`src/rtl/mul_issue_queue.sv`:
```
// mul_issue_queue
//
// Operand queue in front of an iterative multiplier. Operand pairs are
// buffered in a small FIFO. They are issued one at a time with a single-cycle
// start pulse, and the operands are held stable until the multiplier strobes
// its result. The product is then parked in a ready/valid output register
// until the consumer takes it. The multiplier's variable latency is hidden
// from both the producer and the consumer.
//
// Ports:
//   clk            rising-edge clock
//   reset          synchronous active-high reset
//   in_valid/in_ready, in_a/in_b        producer side (in_ready = !full)
//   mul_valid_in, mul_a, mul_b           start pulse and operands to multiplier
//   mul_valid_out, mul_r                 result strobe and product from multiplier
//   out_valid/out_ready, out_r           consumer side product register
//   level                                FIFO occupancy
//   spurious_err                         sticky: result strobe seen in the issue cycle
module mul_issue_queue #(
  parameter int DEPTH = 4,
  parameter int WIDTH = 32
) (
  input  logic                       clk,
  input  logic                       reset,
  input  logic                       in_valid,
  output logic                       in_ready,
  input  logic [WIDTH-1:0]           in_a,
  input  logic [WIDTH-1:0]           in_b,
  output logic                       mul_valid_in,
  output logic [WIDTH-1:0]           mul_a,
  output logic [WIDTH-1:0]           mul_b,
  input  logic                       mul_valid_out,
  input  logic [2*WIDTH-1:0]         mul_r,
  output logic                       out_valid,
  input  logic                       out_ready,
  output logic [2*WIDTH-1:0]         out_r,
  output logic [$clog2(DEPTH):0]     level,
  output logic                       spurious_err
);

  localparam int AW = $clog2(DEPTH);
  localparam logic [AW:0] FULL_LEVEL = (AW+1)'(DEPTH);

  typedef enum logic [1:0] {
    ST_IDLE,
    ST_ISSUE,
    ST_WAIT,
    ST_HOLD
  } state_t;

  // ---------------------------------------------------------------- FIFO
  logic [WIDTH-1:0] mem_a [DEPTH];
  logic [WIDTH-1:0] mem_b [DEPTH];
  logic [AW-1:0]    wr_ptr_reg;
  logic [AW-1:0]    rd_ptr_reg;
  logic [AW:0]      level_reg;
  logic             full;
  logic             empty;
  logic             push;
  logic             pop;

  // full/empty come from the registered level only, so a pop in the same
  // cycle never opens a slot for a push (no push-through when full).
  assign full     = (level_reg == FULL_LEVEL);
  assign empty    = (level_reg == '0);
  assign in_ready = !full;
  assign push     = in_valid && !full;
  assign level    = level_reg;

  always_ff @(posedge clk) begin
    if (push) begin
      mem_a[wr_ptr_reg] <= in_a;
      mem_b[wr_ptr_reg] <= in_b;
    end
  end

  always_ff @(posedge clk) begin
    if (reset) begin
      wr_ptr_reg <= '0;
      rd_ptr_reg <= '0;
      level_reg  <= '0;
    end else begin
      // DEPTH is a power of two, so natural pointer overflow is the wrap.
      if (push) wr_ptr_reg <= wr_ptr_reg + AW'(1);
      if (pop)  rd_ptr_reg <= rd_ptr_reg + AW'(1);
      case ({push, pop})
        2'b10:   level_reg <= level_reg + (AW+1)'(1);
        2'b01:   level_reg <= level_reg - (AW+1)'(1);
        default: level_reg <= level_reg;
      endcase
    end
  end

  // ---------------------------------------------------------------- FSM
  state_t state_reg;
  state_t state_next;
  logic   capture;
  logic   release_out;
  logic   spur_set;

  always_ff @(posedge clk) begin
    if (reset) state_reg <= ST_IDLE;
    else       state_reg <= state_next;
  end

  always_comb begin
    state_next  = state_reg;
    pop         = 1'b0;
    capture     = 1'b0;
    release_out = 1'b0;
    spur_set    = 1'b0;
    case (state_reg)
      ST_IDLE: begin
        if (!empty) begin
          pop        = 1'b1;
          state_next = ST_ISSUE;
        end
      end
      ST_ISSUE: begin
        // The multiplier cannot answer in the cycle it is started.
        if (mul_valid_out) spur_set = 1'b1;
        state_next = ST_WAIT;
      end
      ST_WAIT: begin
        if (mul_valid_out) begin
          capture    = 1'b1;
          state_next = ST_HOLD;
        end
      end
      ST_HOLD: begin
        // Single product register: only issue again once it is consumed.
        if (out_ready) begin
          release_out = 1'b1;
          if (!empty) begin
            pop        = 1'b1;
            state_next = ST_ISSUE;
          end else begin
            state_next = ST_IDLE;
          end
        end
      end
      default: state_next = ST_IDLE;
    endcase
  end

  assign mul_valid_in = (state_reg == ST_ISSUE);

  // ---------------------------------------------------------------- datapath
  logic [WIDTH-1:0]   mul_a_reg;
  logic [WIDTH-1:0]   mul_b_reg;
  logic [2*WIDTH-1:0] out_r_reg;
  logic               out_valid_reg;
  logic               spur_reg;

  always_ff @(posedge clk) begin
    if (reset) begin
      mul_a_reg     <= '0;
      mul_b_reg     <= '0;
      out_r_reg     <= '0;
      out_valid_reg <= 1'b0;
      spur_reg      <= 1'b0;
    end else begin
      // Operands are loaded only on a pop, so they stay stable through
      // the issue and wait phases.
      if (pop) begin
        mul_a_reg <= mem_a[rd_ptr_reg];
        mul_b_reg <= mem_b[rd_ptr_reg];
      end
      if (capture) begin
        out_r_reg     <= mul_r;
        out_valid_reg <= 1'b1;
      end else if (release_out) begin
        out_valid_reg <= 1'b0;
      end
      if (spur_set) spur_reg <= 1'b1;
    end
  end

  assign mul_a        = mul_a_reg;
  assign mul_b        = mul_b_reg;
  assign out_r        = out_r_reg;
  assign out_valid    = out_valid_reg;
  assign spurious_err = spur_reg;

endmodule

```
`config.mk`:
```
export PLATFORM = sky130hd
export DESIGN_NAME = mul_issue_queue
export DESIGN_NICKNAME = d
export VERILOG_FILES = /design/src/rtl/mul_issue_queue.sv
export SDC_FILE = /design/constraint.sdc
export NUM_CORES = 1
export LEC_CHECK = 0
export ABC_AREA = 1
export CAP_MARGIN = 20
export CORE_AREA = 2 2 185 187
export CTS_CLUSTER_SIZE = 40
export DETAILED_ROUTE_END_ITERATION = 12
export DIE_AREA = 0 0 187 189
export PLACE_DENSITY_LB_ADDON = 0.05
export SLEW_MARGIN = 0
export SYNTH_ARGS = -nofsm -noshare
export SYNTH_HDL_FRONTEND = slang
export SYNTH_SLANG_ARGS = --single-unit
```
`constraint.sdc`:
```
create_clock -name clk -period 5.25 [get_ports clk]
set_input_delay 0.525 -clock clk [delete_from_list [all_inputs] [get_ports clk]]
set_output_delay 0.525 -clock clk [all_outputs]
set_load 0.02 [all_outputs]
```
Word-level counts from Yosys, hierarchy flattened
Memories as Yosys holds them, arrays and structs flattened. A register that Yosys moved wholly into a read port is not among the register bits.
Index checks and enable logic that the tools add are counted.
{ "classes": {"n_addsub": 4, "n_reduce_logical": 7, "mux": 18, "n_eq_ne": 9} }
{ "op_table": {"columns": ["operator", "n"], "rows": [
  ["1-bit 2-to-1 mux", 12],
  ["2-bit case mux with 4 select lines", 1],
  ["2-bit == test, second input constant", 3],
  ["2-bit 2-to-1 mux", 3],
  ["2-bit inequality test, second input constant", 3],
  ["3-bit case mux with 2 select lines", 1],
  ["2-bit by 1-bit adder with 2-bit output, second input constant", 2],
  ["2-bit by 1-bit == test with 1-bit output, second input constant", 2],
  ["2-bit nonzero test", 2],
  ["3-bit by 1-bit adder with 3-bit output, second input constant", 1],
  ["3-bit == test, second input constant", 1],
  ["3-bit logical NOT", 1],
  ["3-bit AND reduction", 1],
  ["3-bit by 1-bit subtractor with 3-bit output, second input constant", 1],
  ["2-bit logical NOT", 1],
  ["1-bit case mux with 2 select lines", 1],
  ["1-bit logical AND", 1],
  ["1-bit logical NOT", 1]
]} }
{ "word_totals": {"input_bits": 133, "n_memories": 2, "elab_cells": 47, "ramBits": 256, "regBits": 75} }
{ "mem_list": {"columns": ["name", "words", "width", "rd", "rd_ports_with_merged_regs", "write_ports", "line", "source"], "rows": [
  ["mem_a", 4, 32, 1, 1, 1, "52", "logic [WIDTH-1:0] mem_a [DEPTH];"],
  ["mem_b", 4, 32, 1, 1, 1, "53", "logic [WIDTH-1:0] mem_b [DEPTH];"]
]} }

Depth between registers and ports, before layout
Gate-level depths: netlist of the first run.
{ "logic_depth": {"depth_word": 6, "ltp_mapped": 15, "mapped_depth_nobuf": 13} }

Worst setup path before layout of the first run
Ideal clock, no wire load.
{ "synth_path": {"kind": "reg2reg", "from": "register level_reg[0] (netlist: level[0])", "to": "memory mem_a[0][0] (enable)", "slack_ps": 1064, "path_stages_with_launch": 5, "setup_time_ps": 487, "arrival_time_ps": 3699, "path_cell_list": "dfxtp_1 -> nor2_2 -> nand2_1 -> nand2_1 -> nor2_1"} }
{ "synth_via": {"elab_chain_cells": 5} }
{ "synth_rtl": {"columns": ["item", "line", "source"], "rows": [
  ["from (decl)", "56", "logic [AW:0] level_reg;"],
  ["from (signal assigned)", "87", "2'b10: level_reg <= level_reg + (AW+1)'(1);"],
  ["from (signal assigned)", "88", "2'b01: level_reg <= level_reg - (AW+1)'(1);"],
  ["from (signal assigned)", "89", "default: level_reg <= level_reg;"],
  ["3-bit == test", "64", "assign full = (level_reg == FULL_LEVEL);"],
  ["1-bit logical NOT", null, null],
  ["via in_ready", "26", "output logic in_ready,"],
  ["1-bit logical AND", "67", "assign push = in_valid && !full;"],
  ["1-bit 2-to-1 mux", "71", "if (push) begin"],
  ["1-bit 2-to-1 mux (not written as such)", "72", "mem_a[wr_ptr_reg] <= in_a;"],
  ["to (decl)", "52", null]
]} }
The timed path passes the listed nets, and every way through them passes these cells.

==> impl_metrics.yaml, run 1 <==
yosys:
  synth-compound-area-share_pct: 9.197
  synth_area_leader_cell: "edfxtp_1"
  synthDistinctLibCells: 21
  synthMuxAreaShare_pct: 0
  synth_fa_ha_area_share_pct: 0.9752
  ys_seq_area_share_pct: 70.35
  synth_cells: 1394
  synth_top_family_by_area: "simple AND/OR/NAND/NOR gates"
  yosys.area.top_type_share_pct: 51.65
  netlist_top_cells_area: "edfxtp_1 52%, dfxtp_1 19%, nor2_1 13%"
  synthTopCellsByCount: "524 x nor2_1, 256 x edfxtp_1, 178 x o21ai_0"
  async_flop_share_pct: 0
  synthXorXnorAreaFrac_pct: 0
  ys.flop_type: "edfxtp_1"
  synth_area_per_cell_um2: 10.68
  synth_edf_count: 256
  yosysWarnings: 0
  synth_nets: 1538
  yosysMostFrequentCell: "nor2_1"
  synth-simple-area-share_pct: 15.49
  ys_seq_elements: 395
  netlist_area_mm2: 0.01488
clock_tree:
  cts-root-buf: "clkbuf_16"
  holdBufCountCts: 0
  numCtsBuffers: 41
  cts_tree: "done"
  cts_setup_buffers: 0
  clock_sinks: 395
  cts_resized: 0
  cts_buffer_depth: 3
  clkLatencyLatePin_ns: 0.53
  h-tree-depth: 2
  cts.clk_slew.worst_paths_ns: 0.06
timing:
  fin_ws_ns: 2.625
  whs_ns: 0.4614
  rsz0062_at_grt: "no"
  relSlewSlack_pct: 30.21
  layout_min_cycle_time_ns: 2.625
  fin_skew_ns: 0.02113
  maxSlewViolCount: 0
  setup_viol: 0
  tns_ns: 0
  finalCritPeriodShare_pct: 49.99
  max_freq_ghz: 0.3810
  finalHoldViolCount: 0
  worst_slew_pin_slew_ns: 1.047
placed_design:
  routabilityCongestion: 0.7489
  io_buffers: 267
  dp_hpwl_um: 19830
  placed_cell_area_mm2: 0.01780
  dp.cells: 2039
  dp_slack_ns: 2.198
critical_path:
  cp_slowest_cell: "dfxtp_4"
  crit_family: "buffers and inverters"
  cp-end-kind: "flip-flop"
  path_cells: "inv_2, buf_4, nor2_1, o21ai_0, nand2_1, nor2_1, nor2_1"
  critPathKind: "flip-flop to flip-flop"
  cp.buffers_inverters: 2
  arrival_ns: 3.08
  cp_common_cell: "nor2_1"
  cp_data_required_time_ns: 5.70
  critPathLaunchType: "flip-flop"
  slowest_delay_ns: 0.97
  cp_max_fo: 66
cells_and_area:
  drive_gt1_share_pct: 5.165
  final_cell_area_mm2: 0.01909
  area_growth_pct: 28.25
  final_core_util_pct: 57.35
  fillers: 2915
  stdcell_count: 2113
  finalNetCount: 1778
  diodes: 0
run_status:
  status: "finished, final reports clean"
grt:
  grt_max_degree: 98
  grt_pass1_vias: 10000
  overflow: 0
  grt_pass1_wl_um: 55810
  grt_usage_pct: 20.01
  antenna_found_initial: 2
drt:
  drc: 0
  routed_wl_um: 35580
  first_pass_iters: 5
  drt_iter0_markers: 537
  vias_per_cell: 4.957
  final_antenna_net_count: 0
  via_count: 10480
  routedWlPerCell_um: 16.84
floorplanning:
  dieArea_mm2: 0.03534
  row_count: 67
  core_area_mm2: 0.03328
  die_w_um: 187
  initial_core_util_pct: 44.72
  die_h_um: 189
  ioPinCount: 268
power:
  p_leak_nw: 6.921
  total_power_mw: 10.26
  peakVddDrop_uv: 445.6
  power_density_mw_per_mm2: 537.4
min_path:
  hold_path_class: "flip-flop to flip-flop"
flow_run:
  drv_cap: 0
layer usage:
| layer | vias up | global-route usage (%) | part of all wire [%] |
|---|---|---|---|
| li1 | 5158 | - | - |
| met1 | 4956 | 26.50 | 46 |
| met2 | 301 | 33.39 | 46 |
| met3 | 58 | 4.078 | 6.1 |
| met4 | 2 | 6.013 | 2.2 |
| met5 | - | 0 | 0.042 |
cell usage in the layout, fill, tap and decap left out, drive strengths merged:
cell type,instances
nor2,525
clkdlybuf4s50,267
nand2,82
o21ai,263
ha,10
edfxtp,256
bufinv,2
o211ai,1
inv,22
clkinv,17
nand3,4
dfxtp,139
clkinvlp,1
buf,13
clkbuf,53
a21oi,9
fa,1
cells by family after synthesis:
group | Yosys count
buffers and inverters | 104
adders and majority gates | 11
DFF | 395
and+or+nand+nor | 611
AOI/OAI and AO/OA | 273
final cells by class:
cell class | count | area [um^2] | share of cell area (%)
Clock buffer | 53 | 1122 | 5.880
Clock inverter | 21 | 165.2 | 0.8653
Inverter | 21 | 83.83 | 0.4392
Multi-Input combinational cell | 895 | 3857 | 20.21
Sequential cell | 395 | 10480 | 54.89
Tap cell | 448 | 560.5 | 2.937
Timing Repair Buffer | 280 | 2820 | 14.78
worst paths after layout:
check	startpoint	to	slack [ns]	depth (start not counted)
worst max-delay path	rd_ptr_reg[1]	mul_a[4]	2.63	7
worst min-delay path	out_valid	out_valid	0.46	2
worst max register to register	rd_ptr_reg[1]	mul_a[4]	2.63	7
worst min register to register	out_valid	out_valid	0.46	2
tightest hold or removal path, stage by stage (launching register included):
cell and delay, ns:
dfxtp_1 0.31, nand2_1 0.06, a21oi_1 0.05
power by group:
group / leakage (nW) / switching [mW] / internal, mW / total (mW)
Sequential: 3.49 / 0.329 / 3.88 / 4.21
Clock: 0.637 / 1.16 / 1.61 / 2.76
Combinational: 2.80 / 2.05 / 1.23 / 3.28
Total: 6.92 / 3.53 / 6.72 / 10.3
Power figures use the tool's default switching activity.
==> inputs of run 2 (changes only) <==
==> constraint.sdc (replaced) <==
create_clock -name clk -period 2.69 [get_ports clk]
set_input_delay 0.269 -clock clk [delete_from_list [all_inputs] [get_ports clk]]
set_output_delay 0.269 -clock clk [all_outputs]
set_load 0.02 [all_outputs]
==> run 2 against run 1 <==
  * Power rose by 100%
  * Register-to-register slack got worse by 2.0 ns
  * Sequential share of layout area shrank 0.87 points
  * Die area did not move
  * Clock-buffer cell count grew 4
  * First-iteration DRC count rose by 1.7%
  * Final area up 1.6%
  * Wire length increased by 0.10%
  * Global-route usage up 0.12 points
  * Flip-flop and latch count is the same
  * Combinational power increased by 100%
  * Critical path type is now flip-flop to primary output
  * Critical endpoint is now mul_valid_in
  * Largest power group unchanged
==> impl_metrics.yaml, run 2 (synthesized netlist as in run 1, its figures left out) <==
floorplanning:
  ioPinCount: 268
  dieArea_mm2: 0.03534
  core_area_mm2: 0.03328
  die_h_um: 189
  die_w_um: 187
  row_count: 67
  initial_core_util_pct: 44.72
power:
  total_power_mw: 20.55
  peakVddDrop_uv: 767.5
  p_leak_nw: 7.072
  power_density_mw_per_mm2: 1059
drt:
  routed_wl_um: 35610
  vias_per_cell: 4.915
  final_antenna_net_count: 0
  drt_iter0_markers: 546
  drc: 0
  via_count: 10480
  routedWlPerCell_um: 16.70
  first_pass_iters: 6
grt:
  grt_pass1_vias: 10190
  grt_pass1_wl_um: 56260
  grt_max_degree: 129
  overflow: 0
  grt_usage_pct: 20.12
  antenna_found_initial: 3
critical_path:
  cp_slowest_cell: "clkdlybuf4s50_1"
  path_cells: "inv_1, ha_1, clkdlybuf4s50_1"
  cp_max_fo: 4
  cp-end-kind: "primary output"
  crit_family: "buffers and inverters"
  cp_data_required_time_ns: 2.42
  arrival_ns: 1.85
  critPathLaunchType: "flip-flop"
  cp.buffers_inverters: 2
  critPathKind: "flip-flop to primary output"
  slowest_delay_ns: 0.66
timing:
  worst_slew_pin_slew_ns: 0.9325
  max_freq_ghz: 0.4713
  finalCritPeriodShare_pct: 78.88
  maxSlewViolCount: 0
  whs_ns: 0.3631
  finalHoldViolCount: 0
  rsz0062_at_grt: "no"
  fin_ws_ns: 0.5681
  setup_viol: 0
  layout_min_cycle_time_ns: 2.122
  relSlewSlack_pct: 37.83
  fin_skew_ns: 0.01712
clock_tree:
  holdBufCountCts: 0
  clkLatencyLatePin_ns: 0.53
  cts_setup_buffers: 0
  cts-root-buf: "clkbuf_16"
  numCtsBuffers: 42
  h-tree-depth: 2
  cts.clk_slew.worst_paths_ns: 0.06
  clock_sinks: 395
  cts_resized: 0
  cts_tree: "done"
  cts_buffer_depth: 3
cells_and_area:
  final_common_cell: "nor2_1"
  layout.area.seq_mm2: 0.01048
  fillers: 2814
  mostFrequentLayoutCells: "520 x nor2_1, 267 x clkdlybuf4s50_1, 256 x edfxtp_1"
  stdcell_count: 2132
  drive_gt1_share_pct: 6.298
  final_cell_area_mm2: 0.01940
  multi_input_area_mm2: 0.003857
  area_growth_pct: 30.32
  finalNetCount: 1794
flow_run:
  drv_cap: 0
run_status:
  status: "finished, final reports clean"
placed_design:
  dp_hpwl_um: 20510
  dp.cells: 2054
  routabilityCongestion: 0.8107
  io_buffers: 267
  dp_slack_ns: 0.5356
  placed_cell_area_mm2: 0.01799
min_path:
  hold_path_class: "primary input to flip-flop"
[run 2: changes by cell type in the layout (fill, tap and decap cells not counted), sizes merged]
cell    before  now
buf         13   28
clkbuf      53   57
clkinv      17   13
bufinv       2    5
diode        0    1
[run 2: per-layer routing]
layer / global-route usage [%] / vias up / part of all wire (%)
met5: 0 / - / 0.070
met4: 5.922 / 4 / 2.1
met3: 4.022 / 53 / 5.4
met2: 34.14 / 296 / 47
met1: 26.26 / 4932 / 46
li1: - / 5193 / -
[run 2: power by group]
part           internal, mW  switching (mW)
clock                  3.55            2.27
sequential             7.57           0.472
combinational          2.51            4.18
total                  13.6            6.92
[run 2: area by class of cell]
cell class	instances	share of cell area, %
tap	448	2.890
multi-input combinational	895	19.89
inverter	21	0.4322
timing repair buffer	295	15.51
clock inverter	20	1.174
sequential	395	54.02
clock buffer	57	6.077
antenna	1	0.01290
[run 2: final timing paths]
kind,to,slack [ns],from,cells after the start
min,mem_b[1][3],0.36,in_b[3],1
max reg2reg,mul_a[5],0.58,state_reg[0],8
max,mul_valid_in,0.57,state_reg[1],3
min reg2reg,out_valid,0.48,out_valid,2
[run 2: stage by stage]
step / setup TNS (ns) / util (%)
floorplan: -119.63 / -
global placement: 0 / 54.05
detailed placement: 0 / 54.05
CTS: 0 / 58.27
global route: 0 / 58.28
finish: 0 / 58.28
==> inputs of run 3 (changes only) <==
==> constraint.sdc (replaced) <==
create_clock -name clk -period 2.2 [get_ports clk]
set_input_delay 0.22 -clock clk [delete_from_list [all_inputs] [get_ports clk]]
set_output_delay 0.22 -clock clk [all_outputs]
set_load 0.02 [all_outputs]
==> run 3 against run 2 <==
  * Setup slack worse by 0.41 ns
  * Global-route usage down 0.31 points
  * Flip-flop and latch count unchanged
  * Critical path type unchanged
  * Die area unchanged
  * Cell count down 0.23%
==> impl_metrics.yaml, run 3 (synthesized netlist as in run 1, its figures left out) <==
floorplanning:
  row_count: 67
  core_area_mm2: 0.03328
  die_w_um: 187
  initial_core_util_pct: 44.72
  dieArea_mm2: 0.03534
  die_h_um: 189
  ioPinCount: 268
cells_and_area:
  finalNetCount: 1790
  mostFrequentLayoutCells: "520 x nor2_1, 267 x clkdlybuf4s50_1, 256 x edfxtp_1"
  area_growth_pct: 29.62
  fillers: 2926
  stdcell_count: 2127
  final_common_cell: "nor2_1"
  drive_gt1_share_pct: 5.903
critical_path:
  arrival_ns: 1.82
  cp.buffers_inverters: 2
  r2r_start: "state_reg[0]"
  regToRegSetupSlack_ns: 0.17
  path_cells: "inv_1, ha_1, clkdlybuf4s50_1"
  cp_slowest_cell: "clkdlybuf4s50_1"
  worstReg2RegEnd: "level[2]"
  crit_family: "buffers and inverters"
  cp-end-kind: "primary output"
  critPathKind: "flip-flop to primary output"
  slowest_delay_ns: 0.67
  critPathLaunchType: "flip-flop"
  cp_max_fo: 4
  rr_worst_depth: 13
  cp_data_required_time_ns: 1.98
timing:
  layout_min_cycle_time_ns: 2.045
  relSlewSlack_pct: 60.26
  fin_ws_ns: 0.1555
  max_freq_ghz: 0.4891
  whs_ns: 0.3193
  rsz0062_at_grt: "no"
  setup_viol: 0
  maxSlewViolCount: 0
  tns_ns: 0
  worst_slew_pin_slew_ns: 0.5961
  finalHoldViolCount: 0
  finalCritPeriodShare_pct: 92.93
  fin_skew_ns: 0.01870
flow_run:
  drv_cap: 0
drt:
  routed_wl_um: 35070
  via_count: 10360
  drt_iter0_markers: 633
  drc: 0
  final_antenna_net_count: 0
  routedWlPerCell_um: 16.49
  first_pass_iters: 5
  vias_per_cell: 4.870
grt:
  grt_max_degree: 107
  overflow: 0
  grt_pass1_wl_um: 55560
  antenna_found_initial: 3
  grt_pass1_vias: 10110
  grt_usage_pct: 19.81
clock_tree:
  clock_sinks: 395
  cts_buffer_depth: 3
  cts.clk_slew.worst_paths_ns: 0.06
  cts-root-buf: "clkbuf_16"
  holdBufCountCts: 0
  cts_resized: 0
  numCtsBuffers: 42
  cts_tree: "done"
  cts_setup_buffers: 0
  clkLatencyLatePin_ns: 0.52
  h-tree-depth: 2
min_path:
  hold_path_class: "primary input to flip-flop"
  min_path_cells: 3
  hold_start: "mul_r[57]"
  hold_end: "out_r[57]"
power:
  p_leak_nw: 7.008
  peakVddDrop_uv: 787.8
  power_density_mw_per_mm2: 1272
run_status:
  status: "finished, final reports clean"
placed_design:
  routabilityCongestion: 0.7989
  io_buffers: 267
  dp.cells: 2050
  dp_hpwl_um: 20180
  dp_slack_ns: 0.1236
==> run 3: routing by layer <==
metal	share of wire, %	global-route usage (%)	vias up	wire [um]
li1	-	-	5198	-
met1	46	25.80	4840	16000
met2	47	34.13	281	16640
met3	5.4	4.115	39	1894
met4	1.5	4.640	0	527
met5	0	0	-	0
==> run 3: tightest hold or removal path: stages <==
cell	delay [ns]
clkdlybuf4s50_1	0.40
o21ai_1	0.13
nor2_1	0.04
==> run 3: final cells by class <==
cell class                      count  area, um^2  area share [%]
Inverter                           21       83.83          0.4346
Sequential cell                   395       10480           54.34
Antenna cell                        2       5.005         0.02594
Clock inverter                     11       56.30          0.2919
Tap cell                          448       560.5           2.906
Clock buffer                       64        1195           6.194
Timing Repair Buffer              291        3040           15.76
Multi-Input combinational cell    895        3867           20.05
==> run 3: metrics by stage <==
| step | total power, mW | util [%] | cell area (um^2) |
|---|---|---|---|
| after CTS | 24.89 | 57.94 | 19280 |
| after global routing | 26.09 | 57.96 | 19290 |
| after detailed placement | 18.39 | 54.18 | 18030 |
| after global placement | 18.29 | 54.18 | 18030 |
| after floorplan | 15.26 | - | 14930 |
| final | 24.55 | 57.96 | 19290 |
==> run 3: worst max path at each step <==
stage | from | endpoint | slack (ns) | depth (start not counted)
3_5_place_dp | state_reg[0] | level[2] | 0.12 | 12
2_1_floorplan | state_reg[0] | level[2] | 0.02 | 14
6_report | state_reg[1] | mul_valid_in | 0.16 | 3
5_1_grt | state_reg[0] | level[2] | 0.01 | 13
4_1_cts | state_reg[0] | level[2] | 0.11 | 13
3_3_place_gp | out_ready | level[2] | 0.13 | 12
==> run 3: report_power, final <==
part	internal (mW)	total [mW]	switching [mW]
clock	3.74	6.42	2.69
sequential	9.26	9.88	0.618
combinational	3.17	8.24	5.08
total	16.2	24.5	8.38
